==> src/rtl/mos6502s_dma_copy_if.sv <==
// mos6502s_dma_copy_if: memory bus between the copy engine (master) and the memory (slave)
interface mos6502s_dma_copy_if;
    logic [15:0] addr;
    logic [7:0]  wdata;
    logic        rw;
    logic        cs;
    logic [7:0]  rdata;

    modport master (output addr, wdata, rw, cs, input rdata);
    modport slave  (input addr, wdata, rw, cs, output rdata);
endinterface

==> src/rtl/mos6502s_dma_copy.sv <==
// mos6502s_dma_copy: byte-serial forward block copy engine acting as a second bus master
module mos6502s_dma_copy #(
    parameter int LEN_W = 16
) (
    input  logic                  clk,
    input  logic                  rst,
    input  logic                  start_i,
    input  logic                  abort_i,
    input  logic [15:0]           src_addr_i,
    input  logic [15:0]           dst_addr_i,
    input  logic [LEN_W-1:0]      len_i,
    output logic                  busy_o,
    output logic                  done_o,
    output logic                  err_o,
    output logic [LEN_W-1:0]      count_o,
    mos6502s_dma_copy_if.master   mem
);
    typedef enum logic [1:0] {IDLE, READ, WRITE, DONE} state_e;

    localparam logic [LEN_W-1:0] ONE = LEN_W'(1);

    state_e            state_q, state_d;
    logic [15:0]       sp_q, sp_d, dp_q, dp_d;
    logic [LEN_W-1:0]  remain_q, remain_d, count_q, count_d;
    logic              err_q, err_d;
    logic [7:0]        byte_q, byte_d;

    // state and datapath registers; reset forces the bus idle immediately
    always_ff @(posedge clk or posedge rst) begin
        if (rst) begin
            state_q  <= IDLE;
            sp_q     <= '0;
            dp_q     <= '0;
            remain_q <= '0;
            count_q  <= '0;
            err_q    <= 1'b0;
            byte_q   <= '0;
        end else begin
            state_q  <= state_d;
            sp_q     <= sp_d;
            dp_q     <= dp_d;
            remain_q <= remain_d;
            count_q  <= count_d;
            err_q    <= err_d;
            byte_q   <= byte_d;
        end
    end

    // next state: one read then one write per byte; a write into ROM space is never issued
    always_comb begin
        state_d  = state_q;
        sp_d     = sp_q;
        dp_d     = dp_q;
        remain_d = remain_q;
        count_d  = count_q;
        err_d    = err_q;
        byte_d   = byte_q;
        case (state_q)
            IDLE: if (start_i) begin
                sp_d     = src_addr_i;
                dp_d     = dst_addr_i;
                remain_d = len_i;
                count_d  = '0;
                err_d    = (len_i != '0) && dst_addr_i[15];
                state_d  = (len_i == '0 || dst_addr_i[15]) ? DONE : READ;
            end
            READ: begin
                byte_d  = abort_i ? byte_q : mem.rdata;
                sp_d    = abort_i ? sp_q : sp_q + 16'd1;
                state_d = abort_i ? DONE : WRITE;
            end
            WRITE: begin
                dp_d     = dp_q + 16'd1;
                count_d  = count_q + ONE;
                remain_d = remain_q - ONE;
                err_d    = err_q | ((remain_d != '0) && dp_d[15]);
                state_d  = (remain_d == '0 || abort_i || dp_d[15]) ? DONE : READ;
            end
            DONE:    state_d = IDLE;
            default: state_d = IDLE;
        endcase
    end

    assign busy_o    = (state_q == READ) || (state_q == WRITE);
    assign done_o    = state_q == DONE;
    assign err_o     = err_q;
    assign count_o   = count_q;
    assign mem.cs    = busy_o;
    assign mem.rw    = state_q != WRITE;
    assign mem.addr  = (state_q == READ) ? sp_q : (state_q == WRITE) ? dp_q : 16'h0000;
    assign mem.wdata = (state_q == WRITE) ? byte_q : 8'h00;
endmodule

==> src/flat_wrapper.sv <==
// flat-port wrapper written by rule: the top's interface ports become plain ports
module mos6502s_dma_copy_flat 
#(
    parameter int LEN_W = 16
)
  (clk, rst, start_i, abort_i, src_addr_i, dst_addr_i, len_i, busy_o, done_o, err_o, count_o, mem_addr, mem_wdata, mem_rw, mem_cs, mem_rdata);
  mos6502s_dma_copy_if mem_i ();
  input  logic clk;
  input  logic rst;
  input  logic start_i;
  input  logic abort_i;
  input  logic [15:0] src_addr_i;
  input  logic [15:0] dst_addr_i;
  input  logic [LEN_W-1:0] len_i;
  output logic busy_o;
  output logic done_o;
  output logic err_o;
  output logic [LEN_W-1:0] count_o;
  output wire logic [$bits(mem_i.addr)-1:0] mem_addr;
  output wire logic [$bits(mem_i.wdata)-1:0] mem_wdata;
  output wire logic [$bits(mem_i.rw)-1:0] mem_rw;
  output wire logic [$bits(mem_i.cs)-1:0] mem_cs;
  input wire logic [$bits(mem_i.rdata)-1:0] mem_rdata;
  assign mem_addr = mem_i.addr;
  assign mem_wdata = mem_i.wdata;
  assign mem_rw = mem_i.rw;
  assign mem_cs = mem_i.cs;
  assign mem_i.rdata = mem_rdata;
  mos6502s_dma_copy #(.LEN_W(LEN_W)) u_core (.clk(clk), .rst(rst), .start_i(start_i), .abort_i(abort_i), .src_addr_i(src_addr_i), .dst_addr_i(dst_addr_i), .len_i(len_i), .busy_o(busy_o), .done_o(done_o), .err_o(err_o), .count_o(count_o), .mem(mem_i));
endmodule
==> config.mk <==
export PLATFORM = sky130hd
export DESIGN_NAME = mos6502s_dma_copy_flat
export DESIGN_NICKNAME = d
export VERILOG_FILES = /design/src/rtl/mos6502s_dma_copy_if.sv /design/src/rtl/mos6502s_dma_copy.sv /design/src/flat_wrapper.sv
export SDC_FILE = /design/constraint.sdc
export NUM_CORES = 1
export LEC_CHECK = 0
export BUFFER_PORTS_ARGS = -buffer_cell sky130_fd_sc_hd__buf_4
export CAP_MARGIN = 20
export CELL_PAD_IN_SITES_DETAIL_PLACEMENT = 1
export CELL_PAD_IN_SITES_GLOBAL_PLACEMENT = 1
export CORE_ASPECT_RATIO = 1.4
export CORE_MARGIN = 2
export CORE_UTILIZATION = 29
export DETAILED_ROUTE_END_ITERATION = 8
export PLACE_DENSITY = 0.64
export SYNTH_ARGS = -nofsm -noshare
export SYNTH_HDL_FRONTEND = slang
export SYNTH_SLANG_ARGS = --single-unit
==> constraint.sdc <==
create_clock -name clk -period 2.5 [get_ports clk]
set_input_delay 0.5 -clock clk [delete_from_list [all_inputs] [get_ports clk]]
set_output_delay 0.5 -clock clk [all_outputs]
set_load 0.05 [all_outputs]
* Word-level counts from Yosys, hierarchy flattened
Index checks and enable logic that the tools add are counted.
** Operators by class
- Muxes and demuxes :: 19
- Bitwise gates (word level) :: 2
- Equal/unequal tests :: 6
- Add/sub/neg operators :: 4
- Reduce and logical (&&, ||, !) cells :: 16
** Operators with widths (number)
- $pmux W16 S2 :: 4
- $mux W16 :: 7
- $add A16 B1 Y16 const B :: 3
- $logic_not A16 Y1 :: 2
- $reduce_bool A16 Y1 :: 2
- $sub A16 B1 Y16 const B :: 1
- $mux W8 :: 1
- $pmux W2 S4 :: 1
- $mux W2 :: 3
- $ne A2 B2 Y1 const B :: 3
- $eq A2 B2 Y1 const B :: 2
- $logic_or A1 B1 Y1 :: 4
- $reduce_and A2 Y1 :: 2
- $reduce_bool A2 Y1 :: 2
- $reduce_and A3 Y1 :: 1
- $eq A2 B1 Y1 const B :: 1
- $logic_and A1 B1 Y1 :: 2
- $logic_not A2 Y1 :: 1
- $mux W1 :: 2
- $pmux W1 S2 :: 1
- $not A1 Y1 :: 1
- $or A1 B1 Y1 :: 1
** Storage, ports and cells
- Word-level logic and storage cells :: 54
- Output and inout bits :: 45
- Register bits :: 75
- Bits of input ports :: 60

* Logic depth before layout (Yosys ltp)
Gate-level depths: netlist (run 1).
- Word-level depth :: 6
- Mapped depth :: 10
- Mapped depth without buffers :: 8

* Worst setup path before layout (run 1)
OpenSTA, ideal clock, no wires.
- Path kind :: register -> output
- Start :: register u_core.state_q[1]
- End :: output port mem_addr[0]
- Path slack :: -0.289 ns
- Required time :: 2.000 ns
- Buffers on the path :: 3
- Arrival time :: 2.289 ns
- Stages on the path, launching flop included :: 7
- Cell sequence :: dfrtp_1 > inv_1 > ha_1 > clkbuf_1 > clkbuf_1 > buf_1 > o21ai_0
** Between the ends
- Word-level cells in the longest chain between the ends :: 3
- Elaborated cells between the ends (all ways) :: 4
- Classes of those cells :: eq/ne (2); mux (2)
** Ends and longest elaborated chain
- start: declaration :: RTL line mos6502s_dma_copy.sv:22 : state_e state_q, state_d;
- start signal: assignment :: RTL line mos6502s_dma_copy.sv:39 : state_q <= state_d;
- $eq A2 B2 Y1 :: RTL line mos6502s_dma_copy.sv:90 : assign mem.addr = (state_q == READ) ? sp_q : (state_q == WRITE) ? dp_q : 16'h0000;
- $mux W16 :: RTL line mos6502s_dma_copy.sv:90
- $mux W16 (*) :: RTL line mos6502s_dma_copy.sv:90
- end: declaration :: RTL line flat_wrapper.sv:19 : output wire logic [$bits(mem_i.addr)-1:0] mem_addr;
Mark *: on every way between the ends. The rest lies on a longest branch, timed or not.

* Worst setup path after layout (run 1)
- Start :: register u_core.state_q[0]
- End :: output port mem_addr[0]
The elaborated chain is that of the path after synthesis.

==> results by group, run 1 <==
Status
  – Outcome: completed

Clocking
  – Level count of the clock H-tree: 3
  – Hold buffer count at CTS: 0
  – Clock transition at the register clock pins on the worst setup and hold paths after CTS: about 60 ps
  – Clock insertion delay at the later pin of the skew report: approximately 340 ps
  – CTS tree: built
  – Clk root buf: clkbuf_16
  – Number of buffers on the longest clock path: 2
  – Clock Sinks: 75
  – Inserted Clock Buffers: 9

Logic synthesis
  – Count of synthesis-stage warnings from yosys: 0
  – Ranking of synthesized cells by area: dfrtp_1, o21ai_0, a21oi_1, o22ai_1, nand3_1
  – Seq/Total Area, Yosys: between 30% and 40%
  – Share of async-settable or async-resettable flops after synthesis: between 90% and 100%
  – Largest area contributor in the netlist: dfrtp_1
  – Unique cell type count in the Yosys netlist: 47
  – Yosys top cell area share: approximately two fifths
  – Dominant combinational cell family by area after synthesis: compound AO/OA/AOI/OAI gates
  – Mean area per synthesized cell: a little over 8 um^2
  – Synth Instances: slightly below 600
  – Adder and majority gate portion of the synthesized area: under 10%
  – Synth Area in Simple Gates: 22.32%
  – Complex-gate fraction of the synthesized area: 23.75%
  – Post-synthesis xor/xnor area fraction: roughly 2.2%
  – Flip-flop cell with the highest count after synthesis: dfrtp_1
  – #FFs+latches synth: 75
  – Syn Std Cell Area: 0.004810 mm^2
  – Share of synthesized area spent on multiplexers: between 4 and 5%
  – Post-Synthesis Net Count: about 660
  – Number of enable-type register cells in the synthesized netlist: 0

Placed design
  – Placed Cells: ~870
  – Cell area after placement: roughly 0.0058 mm^2
  – Placement-stage worst setup slack: between 300 and 400 ps
  – Routability Congestion: approximately 0.8
  – Total of buffers placed on input and output ports: 104
  – Hpwl dp: about 12000 um

Finish
  – Count of placed standard cells in the final layout, fillers left out: roughly 900
  – Filler instances: slightly below 2000
  – Post-layout util: 37.89%
  – Nets: between 700 and 800
  – Area growth from synthesis to layout: 27.39%
  – Ant. Diodes: 0
  – Final instance area: 0.006127 mm^2
  – Layout cell share with drive strength beyond 1: 22.51%

Setup path
  – Crit-path slowest cell: dfrtp_1
  – Depth of the worst register-to-register path: 9
  – Data arrival time at the worst-slack endpoint: 1870 ps
  – Startpoint class of the critical path: flip-flop
  – CP max stage delay: roughly 400 ps
  – Crit path kind: reg2out
  – Cells traversed along the worst timing path: inv_1, ha_2, buf_6, nand2_1, o21ai_1, buf_4
  – Top fanout value on the critical path: 30
  – Required @ worst endpoint: 2000 ps
  – Crit. End Element: primary output

Floorplanning
  – Initial Utilization: between 20 and 30%
  – Die Wd: 112.8 um
  – Std cell rows: 55
  – Core Footprint: around 0.016 mm^2
  – Die area: roughly 0.018 mm^2
  – Height of the chip: roughly 160 um
  – Ports placed on the boundary: approximately 110

Timing
  – Achievable clock frequency: 422.7 MHz
  – Final number of hold-violating endpoints: 0
  – Max-Slew Margin vs Limit: between 40% and 50%
  – Transition time at the pin with the least slew margin: 760.0 ps
  – Worst clock skew: between 7 and 8 ps
  – Total Neg Setup Slack: 0 ps
  – Setup repair after global routing missed its margin: no
  – Final hold slack: approximately 210 ps
  – Finish-stage setup viols: 0
  – Time the worst path needs with I/O delays and setup: approximately 2400 ps
  – Smallest setup slack after layout: around 130 ps
  – Final count of pins violating max slew: 0
  – Fin crit share: 94.64%

Power and ir drop
  – Internal cell power: approximately 4.3 mW
  – Areal power density over the cells: 1428 mW/mm^2
  – Worst-case vdd ir drop: roughly 0.69 mV
  – Combinational Power Share: between 50% and 60%
  – Net switching component of the power: 4.419 mW
  – Switch share: roughly 50%
  – Proportion of power drawn by the clock network: 16.4%
  – Static leakage power: between 2 and 3 nW
  – Share of total power in sequential cells: between 20 and 30%
  – Tot Pwr: between 8 and 9 mW

GRT
  – Largest net degree at the start of global routing: 54
  – Met1 track utilization from global routing: between 20% and 30%
  – Number of antenna violations at the first check in global routing: 0
  – Via count of the first global-routing pass: a little over 5000
  – Met3 track demand over resource in global routing: ~2.6%
  – Global routing's busiest layer: met2
  – Global-route wire length before repair: ~27000 um
  – Met2 usage in global routing: approximately a third
  – Total global routing overflow: 0
  – Global Route Usage Sum: 18.88%

Routing
  – Total iterations of the first detailed-routing run: 6
  – Total number of vias: slightly below 5000
  – Total detailed-routing wirelength: about 16000 um
  – First-iteration detailed-routing DRC count: about 230
  – Routed wire per std cell: around 19 um
  – Mean number of vias per cell: roughly 5.5
  – Remaining antenna violation count after routing: 0
  – DRC viols: 0

Flow run
  – Total of max-cap violations: 0

Hold path
  – Worst min-delay path class: in2async
[sequential cells by signal, indices dropped and copies added, names as in the netlist]
signal / cells
u_core.dp_q: 16
u_core.sp_q: 16
u_core.remain_q: 16
u_core.state_q: 2
u_core.count_o: 16
u_core.err_o: 1
u_core.byte_q: 8
[cells by family (layout without fill, tap and decap cells)]
family | count (synthesis) | after routing
AO/OA/AOI/OAI | 188 | 188
XOR/XNOR | 12 | 12
adder cells (fa/ha/maj) | 9 | 9
buffers and inverters | 75 | 166
flip-flops | 75 | 75
multiplexers | 19 | 19
AND/OR/NAND/NOR | 215 | 215
[final cells by class]
class	instances	area [um^2]	area share [%]
multi-input cells	443	2644	43.15
flip-flops and latches	75	1877	30.63
clock buffers	9	225.2	3.676
inverters	29	108.9	1.777
repair buffers	121	924.6	15.09
well taps	199	249.0	4.064
clock inverters	7	98.84	1.613
[routing by layer]
metal / vias up / share of wire, %
met5: - / 0
met4: 0 / 1.2
met3: 15 / 3.2
met2: 93 / 52
met1: 2438 / 43
li1: 2338 / -
[critical path: cells and delay by family, from the launching register on]
kind / cells / cell delay, ps
adder cells (fa/ha/maj): 1 / 240
flip-flops: 1 / 400
AND/OR/NAND/NOR: 1 / 100
AO/OA/AOI/OAI: 1 / 170
buffers and inverters: 3 / 620
[synthesized netlist by cell type, types with 6 or more instances]
library cell / n
a21oi_1: 48
o22ai_1: 35
dfrtp_1: 75
xnor2_1: 7
nand2_1: 47
nand4_1: 14
and4_1: 8
nor2_1: 51
mux2_2: 8
nor3_1: 10
or3_1: 6
clkbuf_1: 35
nor4_1: 11
inv_1: 29
nor2b_1: 6
o21ai_0: 51
mux2i_1: 10
and2_1: 10
a31oi_1: 15
nand3_1: 39
ha_1: 9
a22o_1: 22
[placed cells by master, fill, tap and decap left out, types with 6 or more instances in the layout]
cell       synthesis  final
nand2_1           47     47
nor4_1            11     11
or3_1              6      6
a21oi_1           48     48
a22o_1            22     22
o22ai_1           35     35
dfrtp_1           75     75
and2_1            10     10
mux2i_1           10     10
nand4_1           14     14
and4_1             8      8
inv_1             29     28
buf_4              1    119
nor2_1            51     51
xnor2_1            7      7
nand3_1           39     39
clkbuf_16          0      9
o21ai_0           51     50
a31oi_1           15     15
nor3_1            10     10
ha_1               9      7
mux2_2             8      8
nor2b_1            6      6
[power by group through the flow]
| stage | registers, mW | logic, mW | clock network [mW] |
|---|---|---|---|
| after floorplan | 2.24 | 3.56 | 0 |
| after global placement | 2.46 | 4.72 | 0 |
| after detailed placement | 2.49 | 4.85 | 0 |
| after CTS | 2.47 | 4.87 | 1.48 |
| after global routing | 2.60 | 5.29 | 1.53 |
| final | 2.48 | 4.83 | 1.44 |
[path summary, 6_finish.rpt]
kind                                          startpoint                            end  slack [ps]
max                        u_core.state_q[0]$_DFFE_PP0P_                    mem_addr[0]         130
min                                                  rst    u_core.sp_q[14]$_DFFE_PP0P_         210
max reg2reg                u_core.state_q[0]$_DFFE_PP0P_     u_core.sp_q[9]$_DFFE_PP0P_         290
min reg2reg                 u_core.byte_q[2]$_DFFE_PP0P_   u_core.byte_q[2]$_DFFE_PP0P_         510
max in group asynchronous                            rst  u_core.state_q[0]$_DFFE_PP0P_        1580
min in group clk                            mem_rdata[0]   u_core.byte_q[0]$_DFFE_PP0P_         390
[repair_timing]
item / in CTS / in global routing
buffers inserted: 0 / 0
endpoints found under the setup margin: 0 / 2
gates resized for setup: 0 / 2
No activity file was read; power rests on OpenSTA's default activity.
==> run 2, diff against run 1 <==
==> constraint.sdc (replaced) <==
create_clock -name clk -period 2.5 [get_ports clk]
set_input_delay 0.125 -clock clk [delete_from_list [all_inputs] [get_ports clk]]
set_output_delay 0.125 -clock clk [all_outputs]
set_load 0.05 [all_outputs]
==> run 2 against run 1 <==
Sequential cell count stayed put. Total power is 2.3% lower. Utilization is 0.29 points lower. Highest routed layer unchanged.
==> results by group, run 2 (same netlist as run 1, synthesis figures left out) <==
Floorplanning
  – Initial Utilization: around 30%
  – Die Wd: roughly 110 um
  – Std cell rows: 55
  – Core Footprint: approximately 0.016 mm^2
  – Ports placed on the boundary: 105
  – Die area: ~0.018 mm^2
  – Height of the chip: 156.4 um

GRT
  – Via count of the first global-routing pass: between 4000 and 5000
  – Global-route wire length before repair: between 20000 and 30000 um
  – Number of antenna violations at the first check in global routing: 0
  – Global Route Usage Sum: between 10% and 20%
  – Total global routing overflow: 0
  – Largest net degree at the start of global routing: 54

Clocking
  – Clock Sinks: between 70 and 80
  – Inserted Clock Buffers: 9
  – Level count of the clock H-tree: 3
  – Clk root buf: clkbuf_16
  – CTS tree: built
  – Clock transition at the register clock pins on the worst setup and hold paths after CTS: approximately 60 ps
  – Number of buffers on the longest clock path: 2
  – Clock insertion delay at the later pin of the skew report: 340 ps

Status
  – Outcome: completed

Hold path
  – Worst min-delay path class: in2reg

Timing
  – Time the worst path needs with I/O delays and setup: between 2000 and 2500 ps
  – Max-Slew Margin vs Limit: between 40% and 50%
  – Setup repair after global routing missed its margin: no
  – Final hold slack: ~19 ps
  – Smallest setup slack after layout: approximately 110 ps
  – Final number of hold-violating endpoints: 0
  – Finish-stage setup viols: 0
  – Final count of pins violating max slew: 0
  – Transition time at the pin with the least slew margin: ~750 ps
  – Achievable clock frequency: about 420 MHz
  – Total Neg Setup Slack: 0 ps
  – Worst clock skew: 4.985 ps
  – Fin crit share: about 96%

Finish
  – Leading cell type in the layout, fill and taps excluded: buf_4
  – Area of the multi-input gates: around 0.0026 mm^2
  – Ant. Diodes: 0
  – Layout cell share with drive strength beyond 1: 22.03%
  – Area growth from synthesis to layout: 26.40%
  – Commonest cells after routing, fill and taps aside: buf_4, dfrtp_1, nor2_1, o21ai_0, a21oi_1
  – Nets: between 700 and 800
  – Area of all sequential standard cells: between 0.0015 and 0.002 mm^2
  – Final instance area: just over 0.006 mm^2
  – Filler instances: around 1900

Power and ir drop
  – Static leakage power: approximately 2.6 nW
  – Areal power density over the cells: 1406 mW/mm^2
  – Tot Pwr: 8.545 mW
  – Worst-case vdd ir drop: roughly 0.60 mV

Placed design
  – Cell area after placement: 0.005767 mm^2
  – Hpwl dp: about 12000 um
  – Routability Congestion: between 0.7 and 0.8
  – Total of buffers placed on input and output ports: 104
  – Placement-stage worst setup slack: approximately 160 ps

Routing
  – Total detailed-routing wirelength: 15950 um
  – DRC viols: 0
  – Total number of vias: ~4800
  – Routed wire per std cell: ~18 um
  – Mean number of vias per cell: about 5.5
  – Total iterations of the first detailed-routing run: 4
  – Remaining antenna violation count after routing: 0
  – First-iteration detailed-routing DRC count: 152

Setup path
  – Startpoint class of the critical path: flip-flop
  – Sum of buffers and inverters on the critical path: 4
  – Crit path kind: reg2out
  – Data arrival time at the worst-slack endpoint: between 2000 and 2500 ps
  – Crit. End Element: primary output
  – CP max stage delay: between 400 and 500 ps
  – Crit-path slowest cell: dfrtp_1
  – Gate family responsible for the most delay along the worst path: buffers and inverters
  – Cells traversed along the worst timing path: inv_1, ha_1, buf_4, nor2_1, buf_4, a22o_1, buf_4
  – Cell type with the highest occurrence count on the critical path: buf_4
  – Required @ worst endpoint: 2380 ps
  – Top fanout value on the critical path: 26

Flow run
  – Total of max-cap violations: 0
[run 2: cell count changes in the layout (fill, tap and decap cells not counted), sizes merged]
cell,previous run,this run
inv,31,29
clkinvlp,1,2
buf,121,117
clkinv,2,4
bufinv,2,1
dlygate4sd3,0,1
[run 2: worst register-to-register path: cells and delay by family, from the launching register on]
family,cells,cell delay [ps]
flip-flops,1,410
adder cells (fa/ha/maj),1,280
AND/OR/NAND/NOR,3,910
multiplexers,1,330
AO/OA/AOI/OAI,1,140
buffers and inverters,1,130
[run 2: power by group]
part / total [mW] / internal, mW / switching (mW)
clock: 1.30 / 0.769 / 0.534
combinational: 4.78 / 1.69 / 3.08
sequential: 2.47 / 1.72 / 0.750
[run 2: area by class of cell]
class | count | share of cell area [%]
clock buffer | 9 | 3.704
clock inverter | 7 | 1.132
inverter | 29 | 1.790
multi-input combinational | 443 | 43.53
sequential | 75 | 30.87
tap | 199 | 4.095
timing repair buffer | 118 | 14.88
[run 2: metal layers]
layer / track usage [%] / wire length [um] / up-vias
met5: 0 / 0 / -
met4: 4.355 / 192 / 0
met3: 3.253 / 644 / 13
met2: 33.13 / 8258 / 88
met1: 22.22 / 6858 / 2417
li1: - / - / 2325
[run 2: timing repair]
item | CTS | global route
hold buffers | 1 | 0
setup endpoints to repair | 0 | 14
hold endpoints to repair | 31 | 0
setup buffers | 0 | 0
resized for setup | 0 | 2
[run 2: stage by stage]
| step | utilization (%) | instances |
|---|---|---|
| after floorplan | - | 593 |
| after global placement | 35.66 | 863 |
| after detailed placement | 35.66 | 863 |
| after CTS | 37.54 | 880 |
| after global routing | 37.59 | 880 |
| final | 37.59 | 880 |
[run 2: worst paths after layout]
path | from | endpoint | slack, ps | cells after the start
min in group asynchronous | rst | u_core.sp_q[13]$_DFFE_PP0P_ | 490 | 3
setup / recovery | u_core.state_q[1]$_DFFE_PP0P_ | mem_addr[11] | 110 | 7
setup reg to reg | u_core.state_q[0]$_DFFE_PP0P_ | u_core.count_o[12]$_DFFE_PP0P_ | 230 | 7
max in group asynchronous | rst | u_core.remain_q[15]$_DFFE_PP0P_ | 1300 | 4
hold reg to reg | u_core.byte_q[3]$_DFFE_PP0P_ | u_core.byte_q[3]$_DFFE_PP0P_ | 500 | 1
hold / removal | mem_rdata[4] | u_core.byte_q[4]$_DFFE_PP0P_ | 20 | 2
